File: config.mk
export PLATFORM = sky130hd
export DESIGN_NAME = stage2_decode_skid
export DESIGN_NICKNAME = d
export VERILOG_FILES = /design/src/rtl/stage2_decode_skid_pkg.sv /design/src/rtl/stage2_decode_skid_decoder.sv /design/src/rtl/stage2_decode_skid.sv
export SDC_FILE = /design/constraint.sdc
export NUM_CORES = 1
export LEC_CHECK = 0
export CORE_MARGIN = 2
export CORE_UTILIZATION = 54
export DETAILED_ROUTE_END_ITERATION = 8
export PLACE_DENSITY = 0.88
export SYNTH_ARGS = -nofsm -noshare
export SYNTH_HDL_FRONTEND = slang
export SYNTH_SLANG_ARGS = --single-unit
File: constraint.sdc
create_clock -name clk -period 9.8 [get_ports clk]
set_clock_uncertainty 0.15 [all_clocks]
set_input_delay 0.98 -clock clk [delete_from_list [all_inputs] [get_ports clk]]
set_output_delay 0.98 -clock clk [all_outputs]
set_load 0.05 [all_outputs]
File: src/rtl/stage2_decode_skid_pkg.sv
// Shared CPU definitions: opcodes, the decoded instruction record and its immediate view.
package stage2_decode_skid_pkg;

    localparam int REGISTER_DEPTH = 32;
    localparam int ILEN           = 32;

    typedef enum logic [6:0] {
        OP_NONE   = 7'b0000000,
        OP_LOAD   = 7'b0000011,
        OP_IMM    = 7'b0010011,
        OP_AUIPC  = 7'b0010111,
        OP_STORE  = 7'b0100011,
        OP_REG    = 7'b0110011,
        OP_LUI    = 7'b0110111,
        OP_BRANCH = 7'b1100011,
        OP_JALR   = 7'b1100111,
        OP_JAL    = 7'b1101111
    } opcode_e;

    typedef union packed {
        logic signed [ILEN-1:0] s;
        logic        [ILEN-1:0] u;
    } immediate_t;

    typedef struct packed {
        opcode_e    opcode;
        logic [4:0] rd;
        logic [4:0] rs1;
        logic [4:0] rs2;
        logic [2:0] funct3;
        logic [6:0] funct7;
        immediate_t imm;
    } decoded_instruction_t;

endpackage

File: src/rtl/stage2_decode_skid_decoder.sv
// Combinational RV32 base decoder; fields a format does not use are left at zero.
module rv_decoder
    import stage2_decode_skid_pkg::*;
(
    input  logic [31:0]          i_instr,
    output decoded_instruction_t o_dec,
    output logic                 o_uses_rs1,
    output logic                 o_uses_rs2,
    output logic                 o_illegal
);

    always_comb begin
        o_dec      = '0;
        o_uses_rs1 = 1'b0;
        o_uses_rs2 = 1'b0;
        o_illegal  = 1'b0;
        case (i_instr[6:0])
            OP_LUI, OP_AUIPC: begin
                o_dec.opcode = opcode_e'(i_instr[6:0]);
                o_dec.rd     = i_instr[11:7];
                o_dec.imm.u  = {i_instr[31:12], 12'b0};
            end
            OP_IMM, OP_LOAD, OP_JALR: begin
                o_dec.opcode = opcode_e'(i_instr[6:0]);
                o_dec.rd     = i_instr[11:7];
                o_dec.rs1    = i_instr[19:15];
                o_dec.funct3 = i_instr[14:12];
                o_dec.imm.u  = {{20{i_instr[31]}}, i_instr[31:20]};
                o_uses_rs1   = 1'b1;
            end
            OP_REG: begin
                o_dec.opcode = OP_REG;
                o_dec.rd     = i_instr[11:7];
                o_dec.rs1    = i_instr[19:15];
                o_dec.rs2    = i_instr[24:20];
                o_dec.funct3 = i_instr[14:12];
                o_dec.funct7 = i_instr[31:25];
                o_uses_rs1   = 1'b1;
                o_uses_rs2   = 1'b1;
            end
            OP_STORE: begin
                o_dec.opcode = OP_STORE;
                o_dec.rs1    = i_instr[19:15];
                o_dec.rs2    = i_instr[24:20];
                o_dec.funct3 = i_instr[14:12];
                o_dec.imm.u  = {{20{i_instr[31]}}, i_instr[31:25], i_instr[11:7]};
                o_uses_rs1   = 1'b1;
                o_uses_rs2   = 1'b1;
            end
            OP_BRANCH: begin
                o_dec.opcode = OP_BRANCH;
                o_dec.rs1    = i_instr[19:15];
                o_dec.rs2    = i_instr[24:20];
                o_dec.funct3 = i_instr[14:12];
                o_dec.imm.u  = {{19{i_instr[31]}}, i_instr[31], i_instr[7],
                                i_instr[30:25], i_instr[11:8], 1'b0};
                o_uses_rs1   = 1'b1;
                o_uses_rs2   = 1'b1;
            end
            OP_JAL: begin
                o_dec.opcode = OP_JAL;
                o_dec.rd     = i_instr[11:7];
                o_dec.imm.u  = {{11{i_instr[31]}}, i_instr[31], i_instr[19:12],
                                i_instr[20], i_instr[30:21], 1'b0};
            end
            default: o_illegal = 1'b1;
        endcase
    end

endmodule

File: src/rtl/stage2_decode_skid.sv
// Decode stage: register-file read with writeback bypass, load-use stall,
// and a one-entry skid buffer behind the output register.
module stage2_decode_skid
    import stage2_decode_skid_pkg::*;
#(
    parameter  int XLEN      = 32,
    parameter  int PC_WIDTH  = 32,
    parameter  int REG_COUNT = REGISTER_DEPTH,
    localparam int RA_W      = $clog2(REG_COUNT)
) (
    input  logic                 clk,
    input  logic                 rst,
    input  logic                 flush,
    input  logic                 in_valid,
    output logic                 in_ready,
    input  logic [PC_WIDTH-1:0]  in_pc,
    input  logic [31:0]          in_instr,
    input  logic                 in_pred,
    output logic                 rf_en,
    output logic [RA_W-1:0]      rf_addr1,
    output logic [RA_W-1:0]      rf_addr2,
    input  logic [XLEN-1:0]      rf_data1,
    input  logic [XLEN-1:0]      rf_data2,
    input  logic                 wb_valid,
    input  logic [RA_W-1:0]      wb_rd,
    input  logic [XLEN-1:0]      wb_data,
    input  logic                 ex_load_valid,
    input  logic [RA_W-1:0]      ex_load_rd,
    output logic                 out_valid,
    input  logic                 out_ready,
    output logic [PC_WIDTH-1:0]  out_pc,
    output logic                 out_pred,
    output decoded_instruction_t out_instr,
    output logic [XLEN-1:0]      out_rs1_val,
    output logic [XLEN-1:0]      out_rs2_val,
    output logic                 out_illegal
);

    // Operand for a newly decoded instruction: x0 reads zero, writeback wins over the RF.
    function automatic logic [XLEN-1:0] sel_operand(input logic [RA_W-1:0] rs,
                                                    input logic [XLEN-1:0] rf,
                                                    input logic            wbv,
                                                    input logic [RA_W-1:0] wbrd,
                                                    input logic [XLEN-1:0] wbd);
        if (rs == '0)                return '0;
        else if (wbv && wbrd == rs)  return wbd;
        else                         return rf;
    endfunction

    // Operand for an entry already held: refreshed by any matching writeback.
    function automatic logic [XLEN-1:0] held_operand(input logic [RA_W-1:0] rs,
                                                     input logic [XLEN-1:0] cur,
                                                     input logic            wbv,
                                                     input logic [RA_W-1:0] wbrd,
                                                     input logic [XLEN-1:0] wbd);
        if (rs != '0 && wbv && wbrd == rs) return wbd;
        else                               return cur;
    endfunction

    decoded_instruction_t w_dec;
    logic                 w_uses_rs1, w_uses_rs2, w_illegal;
    logic [RA_W-1:0]      w_rs1, w_rs2;
    logic [XLEN-1:0]      w_rs1_val, w_rs2_val;
    logic                 w_hazard, w_accept, w_out_free;
    logic                 w_load_from_skid, w_load_from_in, w_skid_load;

    logic                 r_out_valid, r_out_illegal, r_out_pred;
    logic [PC_WIDTH-1:0]  r_out_pc;
    decoded_instruction_t r_out_instr;
    logic [XLEN-1:0]      r_out_rs1_val, r_out_rs2_val;

    logic                 r_skid_valid, r_skid_illegal, r_skid_pred;
    logic [PC_WIDTH-1:0]  r_skid_pc;
    decoded_instruction_t r_skid_instr;
    logic [XLEN-1:0]      r_skid_rs1_val, r_skid_rs2_val;

    rv_decoder u_dec (
        .i_instr    (in_instr),
        .o_dec      (w_dec),
        .o_uses_rs1 (w_uses_rs1),
        .o_uses_rs2 (w_uses_rs2),
        .o_illegal  (w_illegal)
    );

    // Decoder zeroes unused register fields, so unused read ports address x0.
    assign w_rs1     = RA_W'(w_dec.rs1);
    assign w_rs2     = RA_W'(w_dec.rs2);
    assign rf_addr1  = w_rs1;
    assign rf_addr2  = w_rs2;
    assign rf_en     = w_uses_rs1 | w_uses_rs2;
    assign w_rs1_val = sel_operand(w_rs1, rf_data1, wb_valid, wb_rd, wb_data);
    assign w_rs2_val = sel_operand(w_rs2, rf_data2, wb_valid, wb_rd, wb_data);

    assign w_hazard = ex_load_valid && (ex_load_rd != '0) &&
                      ((w_uses_rs1 && ex_load_rd == w_rs1) ||
                       (w_uses_rs2 && ex_load_rd == w_rs2));
    assign in_ready = !r_skid_valid && !w_hazard;
    assign w_accept = in_valid && in_ready && !flush;

    // The skid entry is always older than the input, so it drains first.
    assign w_out_free       = !r_out_valid || out_ready;
    assign w_load_from_skid = w_out_free && r_skid_valid;
    assign w_load_from_in   = w_out_free && !r_skid_valid && w_accept;
    assign w_skid_load      = !w_out_free && w_accept;

    // ---- control registers ----
    always_ff @(posedge clk) begin
        if (rst) begin
            r_out_valid   <= 1'b0;
            r_skid_valid  <= 1'b0;
            r_out_illegal <= 1'b0;
        end else begin
            if (flush) begin
                r_out_valid  <= 1'b0;
                r_skid_valid <= 1'b0;
            end else begin
                if (w_out_free)
                    r_out_valid <= r_skid_valid || w_accept;
                if (w_load_from_skid)
                    r_skid_valid <= 1'b0;
                else if (w_skid_load)
                    r_skid_valid <= 1'b1;
            end
            if (w_load_from_skid)
                r_out_illegal <= r_skid_illegal;
            else if (w_load_from_in)
                r_out_illegal <= w_illegal;
        end
    end

    // ---- data registers ----
    always_ff @(posedge clk) begin
        if (w_load_from_skid) begin
            r_out_pc      <= r_skid_pc;
            r_out_pred    <= r_skid_pred;
            r_out_instr   <= r_skid_instr;
            r_out_rs1_val <= held_operand(RA_W'(r_skid_instr.rs1), r_skid_rs1_val,
                                          wb_valid, wb_rd, wb_data);
            r_out_rs2_val <= held_operand(RA_W'(r_skid_instr.rs2), r_skid_rs2_val,
                                          wb_valid, wb_rd, wb_data);
        end else if (w_load_from_in) begin
            r_out_pc      <= in_pc;
            r_out_pred    <= in_pred;
            r_out_instr   <= w_dec;
            r_out_rs1_val <= w_rs1_val;
            r_out_rs2_val <= w_rs2_val;
        end else begin
            r_out_rs1_val <= held_operand(RA_W'(r_out_instr.rs1), r_out_rs1_val,
                                          wb_valid, wb_rd, wb_data);
            r_out_rs2_val <= held_operand(RA_W'(r_out_instr.rs2), r_out_rs2_val,
                                          wb_valid, wb_rd, wb_data);
        end

        if (w_skid_load) begin
            r_skid_pc      <= in_pc;
            r_skid_pred    <= in_pred;
            r_skid_instr   <= w_dec;
            r_skid_illegal <= w_illegal;
            r_skid_rs1_val <= w_rs1_val;
            r_skid_rs2_val <= w_rs2_val;
        end else begin
            r_skid_rs1_val <= held_operand(RA_W'(r_skid_instr.rs1), r_skid_rs1_val,
                                           wb_valid, wb_rd, wb_data);
            r_skid_rs2_val <= held_operand(RA_W'(r_skid_instr.rs2), r_skid_rs2_val,
                                           wb_valid, wb_rd, wb_data);
        end
    end

    assign out_valid   = r_out_valid;
    assign out_pc      = r_out_pc;
    assign out_pred    = r_out_pred;
    assign out_instr   = r_out_instr;
    assign out_rs1_val = r_out_rs1_val;
    assign out_rs2_val = r_out_rs2_val;
    assign out_illegal = r_out_illegal;

endmodule

==> results of run 1 <==
[worst max-delay path, stage by stage]
cell,delay (ns)
clkdlybuf4s50_1,0.59
nor4bb_4,0.39
and3_1,0.40
nand4_1,0.17
a21oi_1,0.87
nor2_1,0.07
clkdlybuf4s50_1,0.74
[power breakdown]
| group | internal [uW] | switching [uW] | leakage, uW |
|---|---|---|---|
| Sequential | 1560 | 24.6 | 0.00308 |
| Clock | 792 | 527 | 0.000564 |
| Combinational | 180 | 259 | 0.00409 |
| Total | 2530 | 810 | 0.00774 |
[logic make-up after synthesis]
| kind of cell | after synthesis |
|---|---|
| xor gates and xnor gates | 32 |
| and+or+nand+nor | 300 |
| DFF | 326 |
| muxes | 183 |
| buffers and inverters | 96 |
| AOI/OAI and AO/OA | 204 |
[layer usage]
layer / global-route usage / up-vias / share of wire
met4: 0.146 / 0 / 0.053
met2: 0.468 / 536 / 0.48
li1: - / 4965 / -
met1: 0.354 / 5474 / 0.39
met5: 0 / - / 0
met3: 0.0597 / 131 / 0.077
[through the flow]
stage / power, uW / setup WS, ns / utilization / instances / cell area [um^2]
2_1_floorplan: 1850 / 4.16 / - / 1141 / 15000
4_1_cts: 3350 / 4.42 / 0.720 / 1860 / 19800
3_3_place_gp: 2030 / 4.11 / 0.679 / 1799 / 18700
5_1_grt: 3430 / 4.17 / 0.720 / 1860 / 19800
3_5_place_dp: 2040 / 3.92 / 0.679 / 1799 / 18700
6_report: 3340 / 4.45 / 0.720 / 1862 / 19900
[worst max-delay path by stage]
stage | depth (start not counted) | slack (ns) | from | endpoint
floorplan | 6 | 4.16 | ex_load_rd[1] | r_skid_illegal
global placement | 9 | 4.11 | in_instr[6] | out_rs2_val[7]
detailed placement | 9 | 3.92 | in_instr[6] | out_rs2_val[15]
CTS | 9 | 4.42 | in_instr[6] | out_rs2_val[4]
global route | 9 | 4.17 | in_instr[6] | out_rs2_val[20]
finish | 7 | 4.45 | in_instr[3] | in_ready
[cell usage in the layout, fill, tap and decap left out, drive strengths merged, types with 19 or more instances in the layout]
cell | netlist | final
dfxtp | 67 | 67
nand2 | 128 | 128
edfxtp | 259 | 259
a221o | 64 | 64
clkdlybuf4s50 | 0 | 352
o22ai | 67 | 67
clkbuf | 37 | 48
and2 | 101 | 101
a21o | 22 | 22
xor2 | 19 | 19
mux2i | 128 | 128
mux2 | 55 | 55
[cell type report]
type	count	area, um^2	area share
Timing Repair Buffer	368	3640	0.184
Sequential cell	326	9120	0.459
Clock inverter	13	143	0.00719
Tap cell	378	473	0.0238
Inverter	8	30.0	0.00151
Antenna cell	2	5.00	0.000252
Clock buffer	48	997	0.0502
Multi-Input combinational cell	719	5440	0.274
[flip-flops by register name, summed over array words and instances (netlist names)]
| name | count |
|---|---|
| out_illegal | 1 |
| out_instr | 64 |
| out_pc | 32 |
| out_pred | 1 |
| out_rs1_val | 32 |
| out_rs2_val | 32 |
| out_valid | 1 |
| r_skid_illegal | 1 |
| r_skid_instr | 64 |
| r_skid_pc | 32 |
| r_skid_pred | 1 |
| r_skid_rs1_val | 32 |
| r_skid_rs2_val | 32 |
| r_skid_valid | 1 |
==> key figures, run 1 <==
STA
  – Tcrit/Tclk final: 0.545
  – Fmax: 0.187 GHz
  – Final setup TNS: 0 ns
  – RSZ-0062 raised after global routing: no
  – Final Hold Viols: 0
  – Final-report setup violation count: 0
  – Least-Margin Pin Slew: 1.20 ns
  – Max_slew headroom: 0.201
  – Max-slew violation count: 0
  – Post-layout min period: 5.35 ns
  – Hold_ws: 0.351 ns

Yosys
  – Post-synth ARST share: 0
  – Synth top area share: 0.518
  – Seq cells post-synth: 326
  – Post-synth EDFFs: 259
  – Area contributors post-synth: edfxtp_1 (52%), dfxtp_1 (8.9%), mux2i_1 (8.5%), a221o_1 (4.3%), and2_1 (4.2%)
  – Synth warn: 0
  – Sequential fraction of the synthesis area: 0.607
  – Top FF cell, synth: edfxtp_1
  – Mux contribution to synthesized area: 0.127
  – Count leader, synth: edfxtp_1
  – Compound-cell area share of the yosys netlist: 0.111
  – Syn avg cell area: 13.2 um^2
  – Syn Inst Count: 1141
  – Syn Std Cell Area: 15000 um^2
  – Most common library cells after synthesis: edfxtp_1 (259), mux2i_1 (128), nand2_1 (127), and2_1 (101)
  – Fraction of the mapped netlist area in simple logic gates: 0.103
  – Synth cell types: 56
  – XOR/XNOR share of the synthesized area: 0.0187
  – Post-synthesis adder-cell area fraction: 0
  – Cell type with the largest total area after synthesis: edfxtp_1
  – Syn_nets: 1319
  – Largest family of logic cells by synthesized area: multiplexers

Clocking
  – Insertion delay to the later sink of the worst-skew pair: 0.51 ns
  – Gates resized, CTS repair: 0
  – H-Tree Depth: 2
  – Hold_buf cts: 0
  – CTS tree: built
  – CTS Buf Count: 35
  – Post-CTS setup buffers: 0
  – Clock transition at path regs: 0.06 ns
  – Root buf cell: clkbuf_16
  – Num Clock Sinks: 326
  – Clk buf depth: 3

GRT
  – Largest net degree at the start of global routing: 76
  – Antenna violations before repair: 1
  – Total GRT Usage: 0.284
  – First-pass GRT wire length: 63400 um
  – Global route overflow: 0
  – Vias in the first global route: 11100

Setup path
  – Setup CP Type: primary input to primary output
  – CP Launch Type: primary input
  – R2R Path Start: out_valid
  – CP endpoint kind: primary output
  – CP arrival: 4.22 ns
  – R2r setup slk: 5.97 ns
  – Reg2reg end: out_rs2_val[8]
  – Crit-path max FO: 10
  – Worst path required time: 8.67 ns
  – Path depth of the worst reg2reg path: 6

Placement
  – Port buffer count: 352
  – DP HPWL: 28500 um
  – Gpl congestion: 0.978

Hold path
  – Hold path startpoint: r_skid_pc[24]
  – Hold EP: out_pc[24]
  – Worst hold-check path type: flop to flop
  – Hold Crit Depth: 2

Finish
  – Share of layout cells above drive strength 1: 0.0978
  – Syn-to-layout area delta: 32.2%
  – # fillers: 1830
  – Final Net Count: 1636

Die
  – I/O pins: 353
  – Starting Density: 0.545
  – Die Span Y: 171 um
  – Die area: 29200 um^2
  – Core area: 27600 um^2
  – Die X: 171 um
  – Num rows: 61

Drt
  – Iter 0 DRT Violations: 1134
  – Via count: 11100
  – WL per Instance: 22.9 um
  – Pre-antenna DRT Iters: 7
  – Avg Vias per Cell: 5.96
  – DRC Markers: 0
  – Total Wirelength: 42600 um
  – ANT nets after route: 0

Run
  – Max Cap Violations: 0

Pwr
  – Worst VDD drop: 0.128 mV
  – Power density over the cells: 168 nW/um^2
  – Leakage: 0.00774 uW

Run status
  – Status: completed
Note: power is estimated with default switching activity, not from simulation.
==> run 2: changes to the inputs <==
--- a/config.mk
+++ b/config.mk
@@ -6,9 +6,9 @@
 export NUM_CORES = 1
 export LEC_CHECK = 0
 export CORE_MARGIN = 2
-export CORE_UTILIZATION = 54
+export CORE_UTILIZATION = 46
 export DETAILED_ROUTE_END_ITERATION = 8
-export PLACE_DENSITY = 0.88
+export PLACE_DENSITY = 0.8
 export SYNTH_ARGS = -nofsm -noshare
 export SYNTH_HDL_FRONTEND = slang
 export SYNTH_SLANG_ARGS = --single-unit
==> constraint.sdc (replaced) <==
create_clock -name clk -period 4.4 [get_ports clk]
set_clock_uncertainty 0.15 [all_clocks]
set_input_delay 0.44 -clock clk [delete_from_list [all_inputs] [get_ports clk]]
set_output_delay 0.44 -clock clk [all_outputs]
set_load 0.05 [all_outputs]
==> run 2 against run 1 <==
Sequential share of layout area shrank 0.32 points. Clock power grew 120%. Total power grew 120%. Largest power group unchanged.
==> key figures, run 2 (synthesis results as in run 1) <==
Pwr
  – Leakage: 0.00777 uW
  – Overall Power: 7340 uW
  – Power density over the cells: 367 nW/um^2
  – Worst VDD drop: 0.185 mV

Clocking
  – H-Tree Depth: 2
  – Clk buf depth: 3
  – Hold_buf cts: 0
  – Post-CTS setup buffers: 0
  – CTS Buf Count: 35
  – Clock transition at path regs: 0.06 ns
  – Insertion delay to the later sink of the worst-skew pair: 0.51 ns
  – CTS tree: built
  – Num Clock Sinks: 326
  – Gates resized, CTS repair: 0
  – Root buf cell: clkbuf_16

STA
  – Final-report setup violation count: 0
  – Post-layout min period: 3.69 ns
  – Least-Margin Pin Slew: 1.06 ns
  – RSZ-0062 raised after global routing: no
  – Final setup TNS: 0 ns
  – Max_slew headroom: 0.294
  – Tcrit/Tclk final: 0.838
  – Max-slew violation count: 0
  – Final Hold Viols: 0
  – Fmax: 0.271 GHz

Setup path
  – Worst path cell trace: clkdlybuf4s50_1 -> nand3b_1 -> a21oi_4 -> and2_1 -> clkdlybuf4s50_1
  – CP arrival: 3.10 ns
  – Worst path top cell family by delay: buffers and inverters
  – Crit-path max FO: 16
  – CP Launch Type: primary input
  – CP most frequent cell: clkdlybuf4s50_1
  – Setup CP Type: primary input to primary output
  – Worst path required time: 3.81 ns
  – CP endpoint kind: primary output
  – Critical path buffers and inverters: 2
  – Crit-path slowest cell: clkdlybuf4s50_1
  – Max stage delay on crit path: 0.91 ns

Die
  – Die X: 185 um
  – I/O pins: 353
  – Die area: 34100 um^2
  – Core area: 32400 um^2
  – Starting Density: 0.464
  – Die Span Y: 185 um
  – Num rows: 66

Hold path
  – Worst hold-check path type: flop to flop

Run
  – Max Cap Violations: 0

GRT
  – Total GRT Usage: 0.243
  – Antenna violations before repair: 4
  – Top Usage Layer GRT: met2
  – Met3 GRT Util: 0.0486
  – First-pass GRT wire length: 63700 um
  – Met2 Resource Use GR: 0.402
  – Grt met1 use: 0.309
  – Largest net degree at the start of global routing: 95
  – Global route overflow: 0
  – Vias in the first global route: 11100

Run status
  – Status: completed

Drt
  – ANT nets after route: 0
  – DRC Markers: 0
  – Via count: 11000
  – WL per Instance: 22.1 um
  – Iter 0 DRT Violations: 837
  – Avg Vias per Cell: 5.66
  – Pre-antenna DRT Iters: 5
  – Total Wirelength: 42700 um

Finish
  – Commonest non-fill, non-tap cell in the layout: clkdlybuf4s50_1
  – Syn-to-layout area delta: 33.1%
  – Share of layout cells above drive strength 1: 0.0999
  – Final Net Count: 1647
  – Most frequent cells in the layout: clkdlybuf4s50_1 (351), edfxtp_1 (259), mux2i_1 (128)
  – Post-route design area: 20000 um^2
  – # fillers: 2489

Placement
  – DP HPWL: 28100 um
  – Gpl congestion: 0.847
  – Port buffer count: 352
  – Dpl cell area: 18900 um^2
## run 2: cell type report
class,count,area (um^2),share of cell area
Clock inverter,8,83.8,0.00419
Antenna cell,1,2.50,0.000125
Sequential cell,326,9120,0.456
Multi-Input combinational cell,719,5440,0.272
Inverter,8,30.0,0.00150
Timing Repair Buffer,379,3760,0.188
Tap cell,442,553,0.0277
Clock buffer,52,1000,0.0501
## run 2: worst reg2reg max path, stage by stage, from the launching register on
cell,delay [ns]
edfxtp_1,0.42
o41ai_1,0.60
a2111oi_4,0.21
nand2_1,0.17
o311ai_4,0.11
buf_4,0.30
a221o_1,0.41
## run 2: where the power goes
group / internal (uW) / switching (uW) / total [uW]
combinational: 405 / 570 / 975
clock: 1690 / 1160 / 2840
sequential: 3470 / 52.1 / 3520
total: 5560 / 1780 / 7340
## run 2: through the flow
| stage | cells | setup WS, ns | hold slack [ns] | util |
|---|---|---|---|---|
| 2_1_floorplan | 1141 | 0.0158 | 0.334 | - |
| 3_3_place_gp | 1874 | 0.744 | 0.310 | 0.584 |
| 3_5_place_dp | 1874 | 0.640 | 0.318 | 0.584 |
| 4_1_cts | 1934 | 0.756 | 0.328 | 0.618 |
| 5_1_grt | 1935 | 0.604 | 0.362 | 0.618 |
| 6_report | 1935 | 0.714 | 0.330 | 0.618 |
## run 2: metal layers
metal  part of all wire  wire length [um]
met5             0.0010                44
met4              0.046              1960
met3              0.069              2950
met2               0.48             20400
met1               0.41             17300
## run 2: path summary, 6_finish.rpt
kind / slack (ns) / from / cells after the start / to
worst max-delay path: 0.71 / in_instr[6] / 5 / rf_addr1[3]
worst min-delay path: 0.33 / out_illegal / 2 / out_illegal
worst max register to register: 1.77 / r_skid_instr[45] / 6 / out_rs2_val[25]
worst min register to register: 0.33 / out_illegal / 2 / out_illegal
==> run 3: changes to the inputs <==
==> constraint.sdc (replaced) <==
create_clock -name clk -period 3.05 [get_ports clk]
set_clock_uncertainty 0.15 [all_clocks]
set_input_delay 0.305 -clock clk [delete_from_list [all_inputs] [get_ports clk]]
set_output_delay 0.305 -clock clk [all_outputs]
set_load 0.05 [all_outputs]
==> run 3 against run 2 <==
Final cell count rose by 3.1%. Utilization is 2.5 points higher. Cell area is 4.1% higher. Total power increased by 47%. Flip-flop and latch count unchanged. Wire length rose by 0.35%. Worst setup slack got worse by 0.56 ns. Highest routed layer unchanged.
==> key figures, run 3 (synthesis results as in run 1) <==
STA
  – RSZ-0062 raised after global routing: no
  – Post-layout min period: 2.90 ns
  – Final setup TNS: 0 ns
  – Final-report setup violation count: 0
  – Hold_ws: 0.221 ns
  – Tcrit/Tclk final: 0.950
  – Final Hold Viols: 0
  – Max-slew violation count: 0
  – Least-Margin Pin Slew: 0.760 ns
  – Fmax: 0.345 GHz
  – Max_slew headroom: 0.489

Finish
  – Share of layout cells above drive strength 1: 0.146
  – Syn-to-layout area delta: 38.6%
  – Final Net Count: 1702
  – Commonest non-fill, non-tap cell in the layout: clkdlybuf4s50_1
  – Non-Filler Instances: 1995
  – Most frequent cells in the layout: clkdlybuf4s50_1 (340), edfxtp_1 (259), mux2i_1 (128)
  – # fillers: 2449

Die
  – I/O pins: 353
  – Starting Density: 0.464
  – Core area: 32400 um^2
  – Die Span Y: 185 um
  – Die X: 185 um
  – Die area: 34100 um^2
  – Num rows: 66

GRT
  – Largest net degree at the start of global routing: 59
  – Total GRT Usage: 0.247
  – Antenna violations before repair: 3
  – First-pass GRT wire length: 65000 um
  – Vias in the first global route: 11400
  – Global route overflow: 0

Run status
  – Status: completed

Clocking
  – Root buf cell: clkbuf_16
  – H-Tree Depth: 2
  – Post-CTS setup buffers: 0
  – CTS Buf Count: 36
  – Clk buf depth: 3
  – Hold_buf cts: 0
  – Num Clock Sinks: 326
  – Gates resized, CTS repair: 0
  – Insertion delay to the later sink of the worst-skew pair: 0.51 ns
  – CTS tree: built
  – Clock transition at path regs: 0.06 ns

Placement
  – DP HPWL: 30000 um
  – Gpl congestion: 0.931
  – Port buffer count: 352
  – DP Cell Count: 1928

Drt
  – Avg Vias per Cell: 5.57
  – WL per Instance: 21.5 um
  – Via count: 11100
  – Total Wirelength: 42800 um
  – Pre-antenna DRT Iters: 5
  – Iter 0 DRT Violations: 872
  – ANT nets after route: 0
  – DRC Markers: 0

Setup path
  – Path depth of the worst reg2reg path: 6
  – Max stage delay on crit path: 0.52 ns
  – R2r setup slk: 0.47 ns
  – CP endpoint kind: primary output
  – Crit-path slowest cell: clkdlybuf4s50_1
  – CP Launch Type: primary input
  – Setup CP Type: primary input to primary output
  – Crit-path max FO: 4
  – Worst path cell trace: clkdlybuf4s50_1 -> nor4bb_4 -> and3_1 -> nand4_1 -> buf_4 -> a21oi_4 -> buf_4 -> nor2_1 -> buf_4
  – R2R Path Start: r_skid_instr[50]
  – CP most frequent cell: buf_4
  – Worst path required time: 2.59 ns
  – Reg2reg end: out_rs1_val[11]
  – CP arrival: 2.44 ns

Pwr
  – Switching power: 2690 uW
  – Pint: 8100 uW
  – Sequential share of power: 0.471
  – Worst VDD drop: 0.399 mV
  – Combinational Power Share: 0.137
  – Sw Ratio: 0.249
  – Overall Power: 10800 uW
  – Clock network power share: 0.392
  – Power density over the cells: 519 nW/um^2
  – Leakage: 0.00819 uW

Hold path
  – Hold Crit Depth: 1
  – Hold path startpoint: in_pc[3]
  – Worst hold-check path type: primary input to flop
  – Hold EP: r_skid_pc[3]

Run
  – Max Cap Violations: 0
-- run 3: changes by cell type in the layout (fill, tap and decap cells not counted), sizes merged --
cell	before	now
buf	28	93
clkdlybuf4s50	351	340
clkinv	6	12
clkbuf	52	47
inv	8	11
clkinvlp	0	1
diode	1	2
-- run 3: metrics by stage --
step | setup slack (ns) | instance area [um^2] | util
after floorplan | -1.14 | 15000 | -
after global placement | -0.120 | 19700 | 0.607
after detailed placement | -0.143 | 19700 | 0.607
after CTS | 0.0725 | 20800 | 0.643
after global routing | 0.0423 | 20800 | 0.643
final | 0.152 | 20800 | 0.643
-- run 3: metal layers --
metal	global-route usage	up-vias	share of wire	routed length [um]
met5	0	-	0.00075	32
met1	0.318	5459	0.41	17500
met2	0.413	444	0.49	20900
met4	0.106	4	0.042	1810
met3	0.0403	107	0.061	2620
li1	-	5101	-	-
-- run 3: layout make-up --
| cell class | instances | area, um^2 | share of cell area |
|---|---|---|---|
| flip-flops and latches | 326 | 9120 | 0.438 |
| multi-input cells | 719 | 5460 | 0.262 |
| repair buffers | 433 | 4500 | 0.216 |
| clock buffers | 47 | 983 | 0.0472 |
| well taps | 442 | 553 | 0.0266 |
| clock inverters | 18 | 161 | 0.00775 |
| inverters | 8 | 30.0 | 0.00144 |
| diodes | 2 | 5.00 | 0.000240 |
-- run 3: critical path, delay by kind of cell --
kind	cells	cell delay, ns
buffers and inverters	4	1.11
and+or+nand+nor	4	0.83
AOI/OAI and AO/OA	1	0.20
-- run 3: power groups by stage --
stage	clock [uW]	combinational [uW]	sequential, uW
final	4230	1480	5080
after global routing	4490	1560	5090
after CTS	4320	1480	5080
after detailed placement	0	1480	5170
after global placement	0	1440	5160
after floorplan	0	407	5540
-- run 3: worst max path at each step --
stage | start | endpoint | slack (ns) | cells past startpoint
3_3_place_gp | in_instr[1] | out_rs2_val[2] | -0.12 | 11
3_5_place_dp | in_instr[1] | out_rs2_val[3] | -0.14 | 11
2_1_floorplan | ex_load_rd[1] | out_rs1_val[10] | -1.14 | 7
4_1_cts | in_instr[1] | in_ready | 0.07 | 9
5_1_grt | in_instr[3] | in_ready | 0.04 | 9
6_report | in_instr[1] | in_ready | 0.15 | 9
==> patch, RTL diff (settings of run 2) <==
Make the reset (`rst`) asynchronous in one clocked block.
--- a/src/rtl/stage2_decode_skid.sv
+++ b/src/rtl/stage2_decode_skid.sv
@@ -105,5 +105,5 @@
 
     // ---- control registers ----
-    always_ff @(posedge clk) begin
+    always_ff @(posedge clk or posedge rst) begin
         if (rst) begin
             r_out_valid   <= 1'b0;
Function: differs if rst is asserted again (counterexample within 4 cycles, from zero or initial values and one cycle with rst high); with rst held inactive, the same outputs for 4 cycles.
==> patch against run 2 <==
- total power increased by 3.8%
- sequential cell count unchanged
- sequential power grew 3%
- worst setup slack got worse by 0.21 ns
- final area decreased by 0.86%
- wire length down 2.5%
- synthesized area shrank 1.4%
- critical path depth up 2
- critical path type unchanged
- critical endpoint is now in_ready
- largest power group unchanged
==> patch: results (changes against run 2) <==
Setup path
  – Worst reg2reg path depth: 8 (was 6)
  – R2R Path End: out_rs2_val[12] (was out_rs2_val[25])
  – Crit path max-delay cell type: a2111oi_0 (was clkdlybuf4s50_1)
  – CP peak stage delay: 0.81 ns (was 0.91 ns)

Logic synthesis
  – Share of the synthesized area in the top cell type: 0.525 (was 0.518)
  – Sequential area share after synthesis: 0.617 (was 0.607)
  – Synth cell count leaders: edfxtp_1, mux2i_1, nand2_1 (unchanged)
  – Synth cell types: 61 (was 56)
  – Synth top area cells: edfxtp_1, dfxtp_1, mux2i_1 (unchanged)

Global routing
  – Overall routing resource usage: 0.242 (was 0.243)
  – Largest net degree at the start of global routing: 128 (was 95)
  – Global-route wire length before repair: 63200 um (was 63700 um)

Timing
  – Hold WS: 0.327 ns (was 0.330 ns)

Finish
  – Inverters: 13 (was 8)
  – Fill count: 2399 (was 2489)
  – Post-layout instance area: 19800 um2 (was 20000 um2)
  – Comb_multi_in: 710 (was 719)
  – Cell Count, Final, Fillers Out: 1895 (was 1935)
  – Number of non-clock buffers: 374 (was 379)
  – Share of layout cells above drive strength 1: 0.0987 (was 0.0999)
  – Register area: 9130 um2 (was 9120 um2)
  – Clock buf count: 49 (was 52)
  – Fin nets: 1639 (was 1647)
  – Multi-input gate area: 5280 um2 (was 5440 um2)

Status
  – Status: completed (unchanged)

CTS
  – CTS Buf Count: 36 (was 35)

Worst hold path
  – Startpoint of the worst hold path: r_skid_illegal (was out_illegal)
  – WHS Endpoint: out_illegal (unchanged)

Route
  – Vias per inst: 5.81 (was 5.66)
  – DRT Pass-1 Iters: 6 (was 5)

Power and ir drop
  – Net Sw Frac: 0.254 (was 0.242)
  – P_seq: 3620 uW (was 3520 uW)
  – Clock power share: 0.375 (was 0.387)
  – Pwr dens: 384 nW/um2 (was 367 nW/um2)

Floorplanning
  – Core area: 31600 um2 (was 32400 um2)
patch: cells by family (layout without fill, tap and decap cells):
group / count (synthesis) / in the layout / share of synthesized area
multiplexers: 185 / 185 / 0.131
other: 0 / 4 / 0
AND/OR/NAND/NOR: 296 / 296 / 0.0985
XOR/XNOR: 28 / 28 / 0.0166
AO/OA/AOI/OAI: 201 / 201 / 0.106
buffers and inverters: 96 / 453 / 0.0319
flip-flops: 326 / 326 / 0.617
patch: how the worst max path moves through the flow:
stage / start / slack, ns / end
global placement: in_instr[20] / 0.54 / in_ready
detailed placement: in_instr[20] / 0.52 / in_ready
finish: in_instr[24] / 0.50 / in_ready
floorplan: ex_load_rd[1] / -0.87 / out_rs2_val[1]
CTS: in_instr[20] / 0.52 / in_ready
global route: in_instr[20] / 0.47 / in_ready
patch: routing by layer:
layer	up-vias	share of wire	routed length (um)	GRT usage
li1	4980	-	-	-
met1	5399	0.39	16200	0.312
met2	539	0.49	20300	0.397
met3	101	0.084	3490	0.0491
met4	0	0.039	1630	0.104
met5	-	0	0	0
